<file path="src/rtl/sipo_msb.sv">
// MSB-first serial-to-parallel deserializer; receive side of the piso_msb link.
// A sof strobe frames WIDTH bits; completed words pulse valid, restarted frames pulse err.
module sipo_msb #(
  parameter int WIDTH = 4
) (
  input  logic             clk,
  input  logic             rst,
  input  logic             enb,
  input  logic             sof,
  input  logic             inp,
  output logic [WIDTH-1:0] out,
  output logic             valid,
  output logic             busy,
  output logic             err
);

  localparam int CW = $clog2(WIDTH);
  localparam logic [CW-1:0] CNT_START = CW'(WIDTH - 2);

  typedef enum logic {IDLE, SHIFT} state_t;

  state_t           state_reg, state_next;
  logic [WIDTH-1:0] shift_reg, shift_next;
  logic [CW-1:0]    cnt_reg, cnt_next;
  logic [WIDTH-1:0] out_reg, out_next;
  logic             valid_reg, valid_next;
  logic             err_reg, err_next;

  always_ff @(posedge clk or posedge rst) begin
    if (rst) begin
      state_reg <= IDLE;
      shift_reg <= '0;
      cnt_reg   <= '0;
      out_reg   <= '0;
      valid_reg <= 1'b0;
      err_reg   <= 1'b0;
    end else begin
      state_reg <= state_next;
      shift_reg <= shift_next;
      cnt_reg   <= cnt_next;
      out_reg   <= out_next;
      valid_reg <= valid_next;
      err_reg   <= err_next;
    end
  end

  // Pulses default low so they clear on the next edge even while enb is low.
  always_comb begin
    state_next = state_reg;
    shift_next = shift_reg;
    cnt_next   = cnt_reg;
    out_next   = out_reg;
    valid_next = 1'b0;
    err_next   = 1'b0;
    if (enb) begin
      case (state_reg)
        IDLE: begin
          if (sof) begin
            shift_next            = '0;
            shift_next[WIDTH-1]   = inp;
            cnt_next              = CNT_START;
            state_next            = SHIFT;
          end
        end
        SHIFT: begin
          if (sof) begin
            // A new sof wins over the pending bit, even the LSB.
            err_next              = 1'b1;
            shift_next            = '0;
            shift_next[WIDTH-1]   = inp;
            cnt_next              = CNT_START;
          end else begin
            shift_next[cnt_reg] = inp;
            if (cnt_reg == '0) begin
              out_next   = {shift_reg[WIDTH-1:1], inp};
              valid_next = 1'b1;
              state_next = IDLE;
            end else begin
              cnt_next = cnt_reg - 1'b1;
            end
          end
        end
        default: state_next = IDLE;
      endcase
    end
  end

  assign out   = out_reg;
  assign valid = valid_reg;
  assign err   = err_reg;
  assign busy  = (state_reg == SHIFT);

endmodule

</file>
<file path="config.mk">
export PLATFORM = sky130hd
export DESIGN_NAME = sipo_msb
export DESIGN_NICKNAME = d
export VERILOG_FILES = /design/src/rtl/sipo_msb.sv
export SDC_FILE = /design/constraint.sdc
export NUM_CORES = 1
export LEC_CHECK = 0
export ABC_AREA = 1
export CAP_MARGIN = 0
export CELL_PAD_IN_SITES_DETAIL_PLACEMENT = 1
export CELL_PAD_IN_SITES_GLOBAL_PLACEMENT = 2
export CORE_MARGIN = 1
export CORE_UTILIZATION = 33
export CTS_BUF_LIST = sky130_fd_sc_hd__clkbuf_4 sky130_fd_sc_hd__clkbuf_8
export DETAILED_ROUTE_END_ITERATION = 10
export DONT_BUFFER_PORTS = 1
export HOLD_SLACK_MARGIN = 0.08
export PLACE_DENSITY = 0.72
export SLEW_MARGIN = 20
export SYNTH_ARGS = -nofsm -noshare
export SYNTH_HDL_FRONTEND = slang
export SYNTH_SLANG_ARGS = --single-unit
export TNS_END_PERCENT = 50
</file>
<file path="constraint.sdc">
create_clock -name clk -period 1.1 [get_ports clk]
set_input_delay 0.33 -clock clk [delete_from_list [all_inputs] [get_ports clk]]
set_output_delay 0.33 -clock clk [all_outputs]
set_load 0.01 [all_outputs]
</file>
# After elaboration in Yosys (flattened, before gate mapping)
# Cells that the tools add are included.
[totals]
regBits = 13
output_inout_bits = 7
elab_cells = 38
[classes]
n_addsub = 1
order_cmp = 2
eq_ne = 2
n_mux = 20
bitwise_logic = 2
reduce_logical = 5
[op_table]
columns = ["cell", "n"]
rows = [
  ["two-way mux 1 bit", 10],
  ["two-way mux 4 bit", 2],
  ["case mux 4 bit (2 select lines)", 1],
  ["two-way mux 2 bit", 3],
  ["bitwise mux 4 bit", 1],
  ["case mux 2 bit (2 select lines)", 1],
  ["AND reduction 4 bit", 1],
  ["less-than comparator 2 x 3 -> 1 bit, second input constant", 1],
  ["inequality test 3 bit, second input constant", 1],
  ["AND reduction 3 bit", 1],
  ["demux 1 bit (select 2 bit)", 1],
  [">= comparator 2 x 1 -> 1 bit, second input constant", 1],
  ["logical NOT 2 bit", 1],
  ["inequality test 2 bit, second input constant", 1],
  ["NOT 1 bit", 2],
  ["case mux 1 bit (2 select lines)", 1],
  ["AND reduction 2 bit", 1],
  ["subtractor 2 x 1 -> 2 bit, second input constant", 1],
  ["logical AND 1 bit", 1],
]

# Logic depth before layout (Yosys ltp)
[depth]
ltp_word = 7
depth_mapped = 7
mapped_depth_nobuf = 7

# Least setup slack after synthesis
# OpenSTA, ideal clock, no wires.
[synth_path]
kind = "register to register"
from = "register cnt_reg[0]"
to = "register out_reg[1], in the netlist out[1]"
setup_ns = 0.127
t_arrival_ns = 0.994
slack_ns = -0.020
path_stages_with_launch = 6
path_buffers = 0
path_cell_list = "dfrtp_1 inv_1 ha_1 nand4_2 nand2_1 o21ai_0"
[synth_between]
elab_chain_len = 2
[synth_rtl]
columns = ["element", "line_no", "rtl"]
rows = [
  ["start: declaration", "24", "logic [CW-1:0] cnt_reg, cnt_next;"],
  ["start signal: assignment", "40", "cnt_reg <= cnt_next;"],
  ["logical NOT 2 bit", "74", "if (cnt_reg == '0) begin"],
  ["AND reduction 4 bit (no source line)", "--", ""],
  ["end signal: assignment", "41", "out_reg <= out_next;"],
  ["end: declaration", "25", "logic [WIDTH-1:0] out_reg, out_next;"],
]
# Every way passes these cells.
# A chain may end at the register's enable or synchronous reset.

# Worst setup path in the final report
[layout_path]
from = "register state_reg, in the netlist busy"
to = "output port busy"
[layout_lines]
columns = ["element", "line_no", "rtl"]
rows = [
  ["start: declaration", "22", "state_t state_reg, state_next;"],
  ["start signal: assignment", "38", "state_reg <= state_next;"],
  ["end: declaration", "13", "output logic busy,"],
]
# No word-level cell between the ends.

==> results.toml <==
[critical_path]
start_kind = "register"
cp_slowest_stage_delay_ps = 420
critPathMaxFanout = 3
startpoint = "busy$_DFFE_PP0P_"
cp-end-kind = "output pin"
r2r-start = "cnt_reg[0]$_DFFE_PP0P_"
setup.worst_path.class = "register to output pin"
crit_required_ps = 770
rr_worst_depth = 5
critPathArrivalTime_ps = 830
crit_buf_inv = 1
ff2ff_setup_slack_ps = 30
crit_chain = "buf_6"
crit_slowest_cell = "dfrtp_2"
cp.depth = 1
r2r-end = "out[1]$_DFFE_PP0P_"
cp_top_family = "flip-flops"
setup.worst_path.end = "busy"

[power_and_ir_drop]
p_seq_share_pct = 36.9
switching_share_pct = 40.00
p_comb_share_pct = 49.4
power.density_mw_per_mm2 = 2557
clkPwrFrac_pct = 13.7
leakagePower_nw = 0.4229
ir_drop_mv = 1.069
p_int_w = 0.001229
switchingPower_w = 0.0008189

[final_layout]
final_cell_mix = "20 x nand2_1, 11 x inv_1, 11 x dfrtp_1"
syn2layout_area_growth_pct = 36.46
largest_reg_flops = 4
antenna_cells = 0
drive_gt1_share_pct = 36.59
nets = 93
final_cell_area_um2 = 800.8
num-fill-cells = 179
final_common_cell = "nand2_1"
final_util_pct = 50.79

[global_routing]
met2_usage_pct = 24.12
antenna_found_initial = 0
track_usage_pct = 16.31
grt_pass1_wl_um = 2166
grt-ovfl-total = 0
busiest_layer = "met2"
grt.met3_usage_pct = 3.673
grt_max_degree = 13
globalRouteMet1Util_pct = 19.64
grt_pass1_vias = 457

[synthesis]
ys_warn_count = 0
yosys.area_share.simple_pct = 25.37
netlist_area_um2 = 586.8
synth-xor-area-share_pct = 0
syn-instance-count = 69
synth_compound_area_share_pct = 6.610
synthesis.nets = 78
muxShareOfSynthArea_pct = 0
yosysUniqueCellTypes = 12
synth_top_family_by_area = "simple AND/OR/NAND/NOR gates"
ys_seq_area_share_pct = 51.17
synth.avg_cell_area_um2 = 8.505
synth_adder_area_share_pct = 8.529
yosys_register_bits = 12

[routing]
drc = 2
drt_iter0_drc = 4
wire_per_inst_um = 13.63
routed_wl_um = 1336
vias = 495
detail-route-antenna-nets = 0
drt-vias-per-instance = 5.051
dr.pass1.iters = 7

[sta]
finalCriticalPeriod_ps = 1156
finClkSkew_ps = 5.522
tns_ps = -56.21
finalHoldViolCount = 0
slew_headroom_pct = 69.00
drv_slew = 0
finalCritPeriodShare_pct = 105.1
rsz0062_at_grt = "true"
fmax_mhz = 864.9
worst_pin_slew_ps = 464.5
setup_viol = 1
worst_slack_ps = -56.21

[clocking]
cts_sinks = 12
cts_buffer_depth = 2
h-tree-depth = 1
cts_buffers = 3
clkTransAtPathRegs_ps = 70
cts_tree = "yes"
insertion_delay_ps = 280
cts_root_buffer = "clkbuf_4"

[floorplan]
num_io_pins = 12
initial_core_util_pct = 37.22
die-area_mm2 = 0.001951
dieHeight_um = 44.17
die_w_um = 44.17
coreArea_mm2 = 0.001577
placementRows = 14

[flow_run]
maxCapViolations = 0

[placement]
io_buffers = 0
gp_congestion = 0.6877
placed_cell_area_um2 = 653.1
hpwl_um = 859.3

[outcome]
status = "complete, but fails checks"
violations = "design-rule violations, negative setup slack"

[hold_path]
hp-class = "input port to register"
holdPathStages = 1
==> kinds of logic (layout without fill, tap and decap cells) <==
logic type	Yosys count	count (layout)
adders and majority gates	4	4
AOI/OAI and AO/OA	7	7
buffers and inverters	13	25
and+or+nand+nor	33	34
DFF	12	12
==> timing repair <==
item,in CTS,in global routing
hold endpoints to repair,12,0
setup buffers,1,2
hold buffers,1,0
pin swaps,1,8
resized for setup,4,17
setup endpoints to repair,7,10
cloned,1,0
==> per-stage QoR <==
| step | std cells | hold WS (ps) | total power [W] | worst slack [ps] |
|---|---|---|---|---|
| finish | 98 | 127.1 | 0.002047 | -56.21 |
| global route | 98 | 131.9 | 0.002224 | -85.07 |
| CTS | 96 | 122.6 | 0.001803 | -49.53 |
| detailed placement | 90 | 265.2 | 0.001438 | -19.95 |
| global placement | 90 | 259.9 | 0.001429 | 11.86 |
| floorplan | 69 | 194.7 | 0.001192 | 0.5518 |
==> power groups by stage <==
| stage | logic, W | clock network, W | registers (W) |
|---|---|---|---|
| finish | 0.00101 | 0.000281 | 0.000756 |
| global route | 0.00115 | 0.000303 | 0.000773 |
| CTS | 0.000774 | 0.000287 | 0.000742 |
| detailed placement | 0.000677 | 0 | 0.000761 |
| global placement | 0.000674 | 0 | 0.000756 |
| floorplan | 0.000429 | 0 | 0.000763 |
==> cells in the mapped netlist, drive strengths merged <==
cell type / count / area share [%]
ha: 4 / 8.5
nand3: 3 / 2.6
dfrtp: 12 / 51
nand2: 27 / 19
o21ai: 7 / 6.6
nand4: 1 / 2.1
nor2: 2 / 1.3
inv: 13 / 8.3
==> layer usage <==
metal  part of all wire, %  wire length [um]  up-vias
met2                    49               649       12
li1                      -                 -      242
met1                    45               596      237
met5                     0                 0        -
met4                   3.4                46        0
met3                   3.3                44        4
==> cell type report <==
class                           count  area [um2]  share of cell area, %
Clock buffer                        3       22.52                  2.812
Inverter                           13       48.80                  6.094
Tap cell                           16       20.02                  2.500
Timing Repair Buffer                9       85.08                  10.62
Multi-Input combinational cell     45       322.8                  40.31
Sequential cell                    12       301.5                  37.66
==> worst min path at each step <==
stage	from	slack, ps	endpoint
floorplan	rst	190	busy$_DFFE_PP0P_
global placement	rst	260	shift_reg[3]$_DFFE_PP0P_
detailed placement	rst	270	shift_reg[3]$_DFFE_PP0P_
CTS	enb	120	busy$_DFFE_PP0P_
global route	enb	130	busy$_DFFE_PP0P_
finish	enb	130	busy$_DFFE_PP0P_
(Power assumes the default switching activity.)
